[src/rtl/rv_ifetch_pkg.sv]
// Shared types and constants for the rv_ifetch instruction fetch stage.
package rv_ifetch_pkg;

    localparam logic [31:0] NOP_INSTR = 32'h0000_0013;

    typedef struct packed {
        logic [31:0] pc;
        logic [31:0] instr;
    } t_fetch_entry;

    typedef struct packed {
        logic        valid;
        logic [31:0] pc;
    } t_redirect;

    function automatic logic [31:0] word_align(input logic [31:0] addr);
        return {addr[31:2], 2'b00};
    endfunction

endpackage

[src/rtl/rv_fetch_queue.sv]
// Small synchronous FIFO of {pc, instr} entries between imem response and decode.
// Head reads as {0, NOP} when empty so the fetch outputs stay defined.
module rv_fetch_queue
    import rv_ifetch_pkg::*;
#(
    parameter int DEPTH = 2,
    localparam int PTR_W = (DEPTH > 1) ? $clog2(DEPTH) : 1,
    localparam int CNT_W = $clog2(DEPTH + 1)
) (
    input  logic             clk,
    input  logic             rst_n,
    input  logic             push,
    input  t_fetch_entry     push_data,
    input  logic             pop,
    input  logic             flush,
    output logic [CNT_W-1:0] count,
    output t_fetch_entry     head,
    output logic             empty,
    output logic             full
);

    t_fetch_entry     mem_q [DEPTH];
    t_fetch_entry     mem_d [DEPTH];
    logic [PTR_W-1:0] wr_ptr_q, wr_ptr_d;
    logic [PTR_W-1:0] rd_ptr_q, rd_ptr_d;
    logic [CNT_W-1:0] count_q, count_d;
    logic             do_push;
    logic             do_pop;

    function automatic logic [PTR_W-1:0] ptr_inc(input logic [PTR_W-1:0] p);
        return (p == PTR_W'(DEPTH - 1)) ? '0 : p + PTR_W'(1);
    endfunction

    assign empty   = (count_q == '0);
    assign full    = (count_q == CNT_W'(DEPTH));
    assign count   = count_q;
    assign do_pop  = pop & ~empty;
    assign do_push = push & (~full | do_pop);

    always_comb begin
        head = mem_q[rd_ptr_q];
        if (empty) begin
            head.pc    = '0;
            head.instr = NOP_INSTR;
        end
    end

    always_comb begin
        mem_d    = mem_q;
        wr_ptr_d = wr_ptr_q;
        rd_ptr_d = rd_ptr_q;
        count_d  = count_q;
        if (flush) begin
            wr_ptr_d = '0;
            rd_ptr_d = '0;
            count_d  = '0;
        end else begin
            if (do_push) begin
                mem_d[wr_ptr_q] = push_data;
                wr_ptr_d        = ptr_inc(wr_ptr_q);
            end
            if (do_pop) begin
                rd_ptr_d = ptr_inc(rd_ptr_q);
            end
            case ({do_push, do_pop})
                2'b10:   count_d = count_q + CNT_W'(1);
                2'b01:   count_d = count_q - CNT_W'(1);
                default: count_d = count_q;
            endcase
        end
    end

    always_ff @(posedge clk or negedge rst_n) begin
        if (!rst_n) begin
            wr_ptr_q <= '0;
            rd_ptr_q <= '0;
            count_q  <= '0;
        end else begin
            wr_ptr_q <= wr_ptr_d;
            rd_ptr_q <= rd_ptr_d;
            count_q  <= count_d;
        end
    end

    // Storage holds data only; validity is tracked by count_q.
    always_ff @(posedge clk) begin
        mem_q <= mem_d;
    end

endmodule

[src/rtl/rv_ifetch.sv]
// RISC-V instruction fetch stage: PC, imem issue, in-flight kill and fetch queue.
// Optional performance counters are enabled with the IFETCH_PERF_CNT_EN macro.
module rv_ifetch
    import rv_ifetch_pkg::*;
#(
    parameter logic [31:0] RESET_PC    = 32'h0000_0000,
    parameter int          QUEUE_DEPTH = 2
) (
    input  logic        clk,
    input  logic        rst_n,
    output logic        imem_req,
    output logic [31:0] imem_addr,
    input  logic [31:0] imem_rd_data,
    input  logic        redirect_valid,
    input  logic [31:0] redirect_pc,
    input  logic        dec_ready,
    output logic        if_valid,
    output logic [31:0] if_pc,
    output logic [31:0] if_instr
`ifdef IFETCH_PERF_CNT_EN
    ,
    output logic [31:0] perf_fetch_cnt,
    output logic [31:0] perf_stall_cnt
`endif
);

    localparam int CNT_W = $clog2(QUEUE_DEPTH + 1);
    localparam int OCC_W = CNT_W + 1;

    t_redirect        redir;
    logic [31:0]      pc_q, pc_d;
    logic [31:0]      req_pc_q, req_pc_d;
    logic             inflight_q, inflight_d;
    logic             q_push, q_pop, q_empty, q_full;
    logic [CNT_W-1:0] q_count;
    t_fetch_entry     q_head, q_push_data;
    logic [OCC_W-1:0] occ;

    assign redir.valid = redirect_valid;
    assign redir.pc    = word_align(redirect_pc);

    // A redirect kills the response returning in the same cycle.
    assign q_push            = inflight_q & ~redir.valid;
    assign q_pop             = if_valid & dec_ready;
    assign q_push_data.pc    = req_pc_q;
    assign q_push_data.instr = imem_rd_data;

    assign if_valid = ~q_empty;
    assign if_pc    = q_head.pc;
    assign if_instr = q_head.instr;

    // Slots that will be occupied once the outstanding response lands.
    assign occ = OCC_W'(q_count) - OCC_W'(q_pop) + OCC_W'(inflight_q);

    always_comb begin
        pc_d       = pc_q;
        req_pc_d   = req_pc_q;
        inflight_d = 1'b0;
        imem_req   = 1'b0;
        imem_addr  = pc_q;
        if (rst_n) begin
            if (redir.valid) begin
                imem_req   = 1'b1;
                imem_addr  = redir.pc;
                pc_d       = redir.pc + 32'd4;
                req_pc_d   = redir.pc;
                inflight_d = 1'b1;
            end else if (occ < OCC_W'(QUEUE_DEPTH)) begin
                imem_req   = 1'b1;
                pc_d       = pc_q + 32'd4;
                req_pc_d   = pc_q;
                inflight_d = 1'b1;
            end
        end
    end

    always_ff @(posedge clk or negedge rst_n) begin
        if (!rst_n) begin
            pc_q       <= RESET_PC;
            inflight_q <= 1'b0;
        end else begin
            pc_q       <= pc_d;
            inflight_q <= inflight_d;
        end
    end

    always_ff @(posedge clk) begin
        req_pc_q <= req_pc_d;
    end

    rv_fetch_queue #(
        .DEPTH (QUEUE_DEPTH)
    ) u_queue (
        .clk       (clk),
        .rst_n     (rst_n),
        .push      (q_push),
        .push_data (q_push_data),
        .pop       (q_pop),
        .flush     (redir.valid),
        .count     (q_count),
        .head      (q_head),
        .empty     (q_empty),
        .full      (q_full)
    );

    a_no_overflow : assert property (@(posedge clk) disable iff (!rst_n)
        !(q_push && q_full && !q_pop))
        else $error("rv_ifetch: fetch queue overflow");

`ifdef IFETCH_PERF_CNT_EN
    logic [31:0] fetch_cnt_q, fetch_cnt_d;
    logic [31:0] stall_cnt_q, stall_cnt_d;

    function automatic logic [31:0] sat_inc(input logic [31:0] v, input logic en);
        return (en && (v != 32'hFFFF_FFFF)) ? v + 32'd1 : v;
    endfunction

    always_comb begin
        fetch_cnt_d = sat_inc(fetch_cnt_q, q_pop);
        stall_cnt_d = sat_inc(stall_cnt_q, if_valid & ~dec_ready);
    end

    always_ff @(posedge clk or negedge rst_n) begin
        if (!rst_n) begin
            fetch_cnt_q <= '0;
            stall_cnt_q <= '0;
        end else begin
            fetch_cnt_q <= fetch_cnt_d;
            stall_cnt_q <= stall_cnt_d;
        end
    end

    assign perf_fetch_cnt = fetch_cnt_q;
    assign perf_stall_cnt = stall_cnt_q;
`endif

endmodule

[config.mk]
export PLATFORM = sky130hd
export DESIGN_NAME = rv_ifetch
export DESIGN_NICKNAME = d
export VERILOG_FILES = /design/src/rtl/rv_ifetch_pkg.sv /design/src/rtl/rv_fetch_queue.sv /design/src/rtl/rv_ifetch.sv
export SDC_FILE = /design/constraint.sdc
export NUM_CORES = 1
export LEC_CHECK = 0
export ABC_AREA = 1
export ABC_CLOCK_PERIOD_IN_PS = 7410
export CAP_MARGIN = 15
export CORE_UTILIZATION = 47
export CTS_BUF_LIST = sky130_fd_sc_hd__clkbuf_4 sky130_fd_sc_hd__clkbuf_8
export CTS_CLUSTER_SIZE = 16
export DETAILED_ROUTE_END_ITERATION = 6
export PLACE_DENSITY = 0.73
export SLEW_MARGIN = 5
export SYNTH_ARGS = -nofsm -noshare
export SYNTH_HDL_FRONTEND = slang
export SYNTH_HIERARCHICAL = 1
export SYNTH_SLANG_ARGS = --single-unit
[constraint.sdc]
create_clock -name clk -period 7.41 [get_ports clk]
set_clock_uncertainty 0.05 [all_clocks]
set_input_delay 1.1115 -clock clk [delete_from_list [all_inputs] [get_ports clk]]
set_output_delay 1.1115 -clock clk [all_outputs]
set_load 0.1 [all_outputs]
==> results of run 1 <==
-- final timing paths --
check,from,to,slack [ps],cells past startpoint
max in group asynchronous,rst_n,u_queue/rd_ptr_q,6170,2
min in group asynchronous,rst_n,pc_q[24],660,2
max,redirect_valid,imem_addr[10],2570,7
max reg2reg,u_queue/count[1],pc_q[9],2790,14
min,req_pc_q[12],u_queue/mem_q[108],400,0
min reg2reg,req_pc_q[12],u_queue/mem_q[108],400,0
-- flip-flops by register name, summed over array words and instances, names as in the netlist --
name              flops
u_queue/mem_q       128
u_queue/count         2
u_queue/rd_ptr_q      1
u_queue/wr_ptr_q      1
pc_q                 30
inflight_q            1
req_pc_q             30
-- area by class of cell --
| type | instances | share of cell area, % |
|---|---|---|
| diodes | 1 | 0.0220 |
| clock buffers | 21 | 2.37 |
| clock inverters | 11 | 1.03 |
| inverters | 70 | 2.35 |
| multi-input cells | 628 | 27.3 |
| flip-flops and latches | 193 | 49.4 |
| well taps | 265 | 2.91 |
| repair buffers | 169 | 14.6 |
-- power by group through the flow --
stage	clock network, µW	registers, µW	logic [µW]
after global routing	730	1560	3010
after CTS	691	1540	2880
final	674	1540	2870
after detailed placement	0	1560	2880
after global placement	0	1550	2850
after floorplan	0	1530	2290
-- layout by cell type, fill, tap and decap left out, types with 2 or more instances in the layout --
master / instances
sky130_fd_sc_hd__nand3_2: 2
sky130_fd_sc_hd__inv_4: 2
sky130_fd_sc_hd__ha_1: 2
sky130_fd_sc_hd__nor2_1: 26
sky130_fd_sc_hd__xor2_1: 4
sky130_fd_sc_hd__nand2_2: 36
sky130_fd_sc_hd__conb_1: 6
sky130_fd_sc_hd__nand4_1: 2
sky130_fd_sc_hd__nor2_8: 5
sky130_fd_sc_hd__dfrtp_1: 34
sky130_fd_sc_hd__inv_2: 5
sky130_fd_sc_hd__clkbuf_8: 18
sky130_fd_sc_hd__nand2_1: 335
sky130_fd_sc_hd__nor2_2: 5
sky130_fd_sc_hd__nor2_4: 10
sky130_fd_sc_hd__bufinv_16: 2
sky130_fd_sc_hd__inv_1: 63
sky130_fd_sc_hd__a21oi_1: 63
sky130_fd_sc_hd__clkdlybuf4s50_1: 158
sky130_fd_sc_hd__buf_4: 9
sky130_fd_sc_hd__clkinv_4: 3
sky130_fd_sc_hd__nand3_1: 43
sky130_fd_sc_hd__clkbuf_4: 3
sky130_fd_sc_hd__o21ai_0: 49
sky130_fd_sc_hd__clkinv_2: 4
sky130_fd_sc_hd__edfxtp_1: 158
sky130_fd_sc_hd__buf_2: 2
sky130_fd_sc_hd__o21bai_1: 2
sky130_fd_sc_hd__nand2_4: 21
sky130_fd_sc_hd__o21ai_1: 6
sky130_fd_sc_hd__o22ai_1: 2
-- through the flow --
stage | cells | worst slack [ps] | area (µm²) | hold WS (ps) | util [%]
floorplan | 933 | 2350 | 9290 | 371 | -
CTS | 1357 | 2520 | 11400 | 401 | 58.7
finish | 1358 | 2570 | 11400 | 400 | 58.7
global placement | 1325 | 2550 | 11000 | 372 | 56.7
detailed placement | 1325 | 2400 | 11000 | 379 | 56.7
global route | 1358 | 2330 | 11400 | 410 | 58.7
-- layer usage --
layer | GRT usage (%) | vias to the layer above | routed length (µm)
li1 | - | 3337 | -
met1 | 26.9 | 3141 | 9090
met2 | 34.6 | 185 | 10100
met3 | 4.00 | 21 | 1030
met4 | 7.30 | 0 | 303
met5 | 0 | - | 0
==> flow_summary.ini, run 1 <==
[status]
outcome = finished clean

[die]
design.die.area_mm2 = 0.0203
die-width_um = 142
die_h_um = 142
floorplan.initialDensity_pct = 47.8
num_rows = 51
core-area_mm2 = 0.0194
design.portCount = 166

[global_route]
gr-total-overflow = 0
grt_pass1_wl_um = 31700
number_of_antenna_violations_at_the_first_check_in_global_routing = 1
total_routing_resource_utilization_after_global_routing_pct = 20.7
grt_start_max_net_pins = 71
first_global_vias = 6282

[cts]
cts-hold-fix-buffers = 0
cts_tree = yes
clkLatencyLatePin_ps = 470
inserted_clock_buffers = 17
cts.path.max_buffers = 2
clkTransAtPathRegs_ps = 90
number_of_gates_given_a_new_drive_strength_after_cts = 0
clock_tree_root_buffer_cell = sky130_fd_sc_hd__clkbuf_8
post_cts.repair.setup_buffers = 0
clock_sinks = 193
htree_levels = 4

[power_and_ir_drop]
comb_power_share_pct = 56.4
total_leakage_power_uw = 0.00454
share_seq_of_total_power_pct = 30.3
power_switching_uw = 2750
power.switching_fraction_pct = 54.0
power_report.internal_total_uw = 2340
ir_worst_vdd_v = 0.000259
totalPowerFinal_uw = 5090
power_density_mw_per_mm2 = 447
clkPwrFrac_pct = 13.3

[timing]
fmax_ghz = 0.207
max_slew_margin_pct = 29.8
setup_tns_ps = 0
rsz0062_at_grt = no
min_period_over_period_pct = 65.3
timing.final.max_slew_violations = 0
final-setup-viol-count = 0
final_hold_violation_count = 0
min_period_ps = 4840
timing_worst_slew_pin_value_ps = 1050

[placed_design]
gp_routability_congestion = 0.858
io_buffer_count = 161
hpwlAfterDp_um = 13300

[setup_path]
critical_path.n_buffers_inverters = 4
path_class = in2out
slowest_stage = sky130_fd_sc_hd__clkdlybuf4s50_1
cp.arrival_ps = 3680
worst-path-max-fanout = 38
worstSetupStartpointType = primary input
end_kind = primary output
cpLargestDelayFamily = buffers and inverters
timing.critical_path.cells = buf_2 -> inv_2 -> nand2_1 -> nand2_4 -> inv_1 -> o21ai_0 -> clkdlybuf4s50_1
maximum_cell_stage_delay_along_the_critical_path_ps = 1200
cp.required_ps = 6250

[finish]
multi_input_area_mm2 = 0.00311
area_growth_pct = 22.8
drive_gt1_share_pct = 12.2
storage_element_area_mm2 = 0.00562
finalNetCount = 1150
fillers = 1656

[detailed_routing]
antenna_violating_nets_post_route = 0
pre_antenna_drt_iters = 5
remaining_drc_errors = 0
routed_wire_length_per_instance_um = 15.1
avgViaCountPerCell = 4.92
num_vias = 6684
drt_iter0_drc = 411
route.final.wire_length_um = 20500

[synth]
synth_area_mm2 = 0.00927
syn_inst = 928
synth.yosys.warnings = 6
post_synth.cell_area_avg_um2 = 9.99

[worst_hold_path]
worst_hold_path_type = reg2reg

[job]
drv_cap = 0
Power figures use the tool's default switching activity.
==> inputs of run 2 (changes only) <==
ABC_CLOCK_PERIOD_IN_PS = 4500   (was 7410)
clock period = 4.5 ns   (was 7.41 ns; I/O delays follow)
==> flow_summary.ini, run 2 (synthesized netlist as in run 1, its figures left out) <==
[status]
outcome = finished clean

[timing]
min_period_over_period_pct = 86.1
final_hold_violation_count = 0
setup_tns_ps = 0
timing.final.max_slew_violations = 0
rsz0062_at_grt = no
max_slew_margin_pct = 35.7
fmax_ghz = 0.258
timing_worst_slew_pin_value_ps = 962
final-setup-viol-count = 0
min_period_ps = 3880

[finish]
final_cell_area_mm2 = 0.0115
finalNetCount = 1155
fillers = 1699
drive_gt1_share_pct = 21.1
mostFrequentLayoutCells = 335 x sky130_fd_sc_hd__nand2_1, 158 x sky130_fd_sc_hd__edfxtp_1, 86 x sky130_fd_sc_hd__buf_4, 64 x sky130_fd_sc_hd__clkdlybuf4s50_1
mostFrequentLayoutCell = sky130_fd_sc_hd__nand2_1
largest_register = u_queue/mem_q
largest_registers = u_queue/mem_q: 128 flops, pc_q: 30 flops, req_pc_q: 30 flops
area_growth_pct = 23.9
largest_reg_flops = 128

[die]
die-width_um = 142
num_rows = 51
floorplan.initialDensity_pct = 47.8
design.die.area_mm2 = 0.0203
core-area_mm2 = 0.0194
die_h_um = 142
design.portCount = 166

[cts]
clock_sinks = 193
post_cts.repair.setup_buffers = 0
clkTransAtPathRegs_ps = 100
clock_tree_root_buffer_cell = sky130_fd_sc_hd__clkbuf_8
cts.path.max_buffers = 2
htree_levels = 4
cts-hold-fix-buffers = 0
clkLatencyLatePin_ps = 460
inserted_clock_buffers = 17
cts_tree = yes
number_of_gates_given_a_new_drive_strength_after_cts = 0

[detailed_routing]
dr_wl_met2_um = 9680
route.final.wire_length_um = 20500
remaining_drc_errors = 0
pre_antenna_drt_iters = 5
top_layer = met4
wl_met1_um = 9320
avgViaCountPerCell = 4.98
antenna_violating_nets_post_route = 0
drt_iter0_drc = 560
met3_wirelength_um = 1080
routed_wire_length_per_instance_um = 15.0
num_vias = 6788

[placed_design]
gp_routability_congestion = 0.831
hpwlAfterDp_um = 13500
io_buffer_count = 161
postPlaceCellArea_mm2 = 0.0111

[global_route]
number_of_antenna_violations_at_the_first_check_in_global_routing = 1
grt_pass1_wl_um = 32100
gr-total-overflow = 0
total_routing_resource_utilization_after_global_routing_pct = 20.9
grt_start_max_net_pins = 65
first_global_vias = 6213

[setup_path]
cp.required_ps = 3770
end_kind = primary output
path_class = reg2out
worstSetupStartpointType = register
cp.arrival_ps = 3150
worst-path-max-fanout = 7

[power_and_ir_drop]
power_density_mw_per_mm2 = 742
total_leakage_power_uw = 0.00479
ir_worst_vdd_v = 0.000339

[worst_hold_path]
worst_hold_path_type = in2async

[job]
drv_cap = 0
==> run 2: through the flow <==
step	hold slack (ps)	util [%]	instances	setup slack (ps)	total power, µW
floorplan	329	-	933	3.85	6300
detailed placement	380	57.1	1330	665	7400
finish	271	59.2	1363	624	8530
global route	296	59.2	1363	396	8900
CTS	269	59.2	1362	618	8570
global placement	372	57.1	1330	709	7350
==> run 2: cell type report <==
class,instances,area [µm²],area share [%]
inverter,70,268,2.33
tap,265,332,2.89
timing repair buffer,174,1740,15.1
antenna,1,2.50,0.0218
multi-input combinational,628,3110,27.1
clock buffer,22,278,2.42
sequential,193,5620,48.9
clock inverter,10,136,1.19
==> run 2: worst paths after layout <==
path / cells after the start / endpoint / slack (ps) / startpoint
setup / recovery: 11 / imem_req / 620 / u_queue/count[1]
hold / removal: 2 / pc_q[22] / 270 / rst_n
setup reg to reg: 13 / pc_q[5] / 1150 / u_queue/count[1]
hold reg to reg: 0 / u_queue/mem_q[116] / 390 / req_pc_q[20]
max in group asynchronous: 2 / u_queue/rd_ptr_q / 3690 / rst_n
min in group clk: 0 / u_queue/mem_q[116] / 390 / req_pc_q[20]
==> run 2: routing by layer <==
metal,vias to the layer above,track usage [%]
li1,3358,-
met1,3193,28.9
met2,211,32.7
met3,26,3.30
met4,0,9.11
met5,-,0
==> run 2: where the power goes <==
group / switching, µW / internal (µW) / total [µW]
logic: 3780 / 1020 / 4810
registers: 189 / 2360 / 2540
clock network: 589 / 587 / 1180
==> run 2: worst max-delay path, stage by stage (launching register included) <==
cell and delay [ps]:
sky130_fd_sc_hd__dfrtp_1 490, sky130_fd_sc_hd__inv_2 80, sky130_fd_sc_hd__nand2_4 110, sky130_fd_sc_hd__inv_4 30
sky130_fd_sc_hd__nor2_1 290, sky130_fd_sc_hd__ha_1 290, sky130_fd_sc_hd__nor2_1 150, sky130_fd_sc_hd__fa_1 430
sky130_fd_sc_hd__a21oi_1 120, sky130_fd_sc_hd__o21ai_0 160, sky130_fd_sc_hd__a21oi_4 310, sky130_fd_sc_hd__buf_12 220
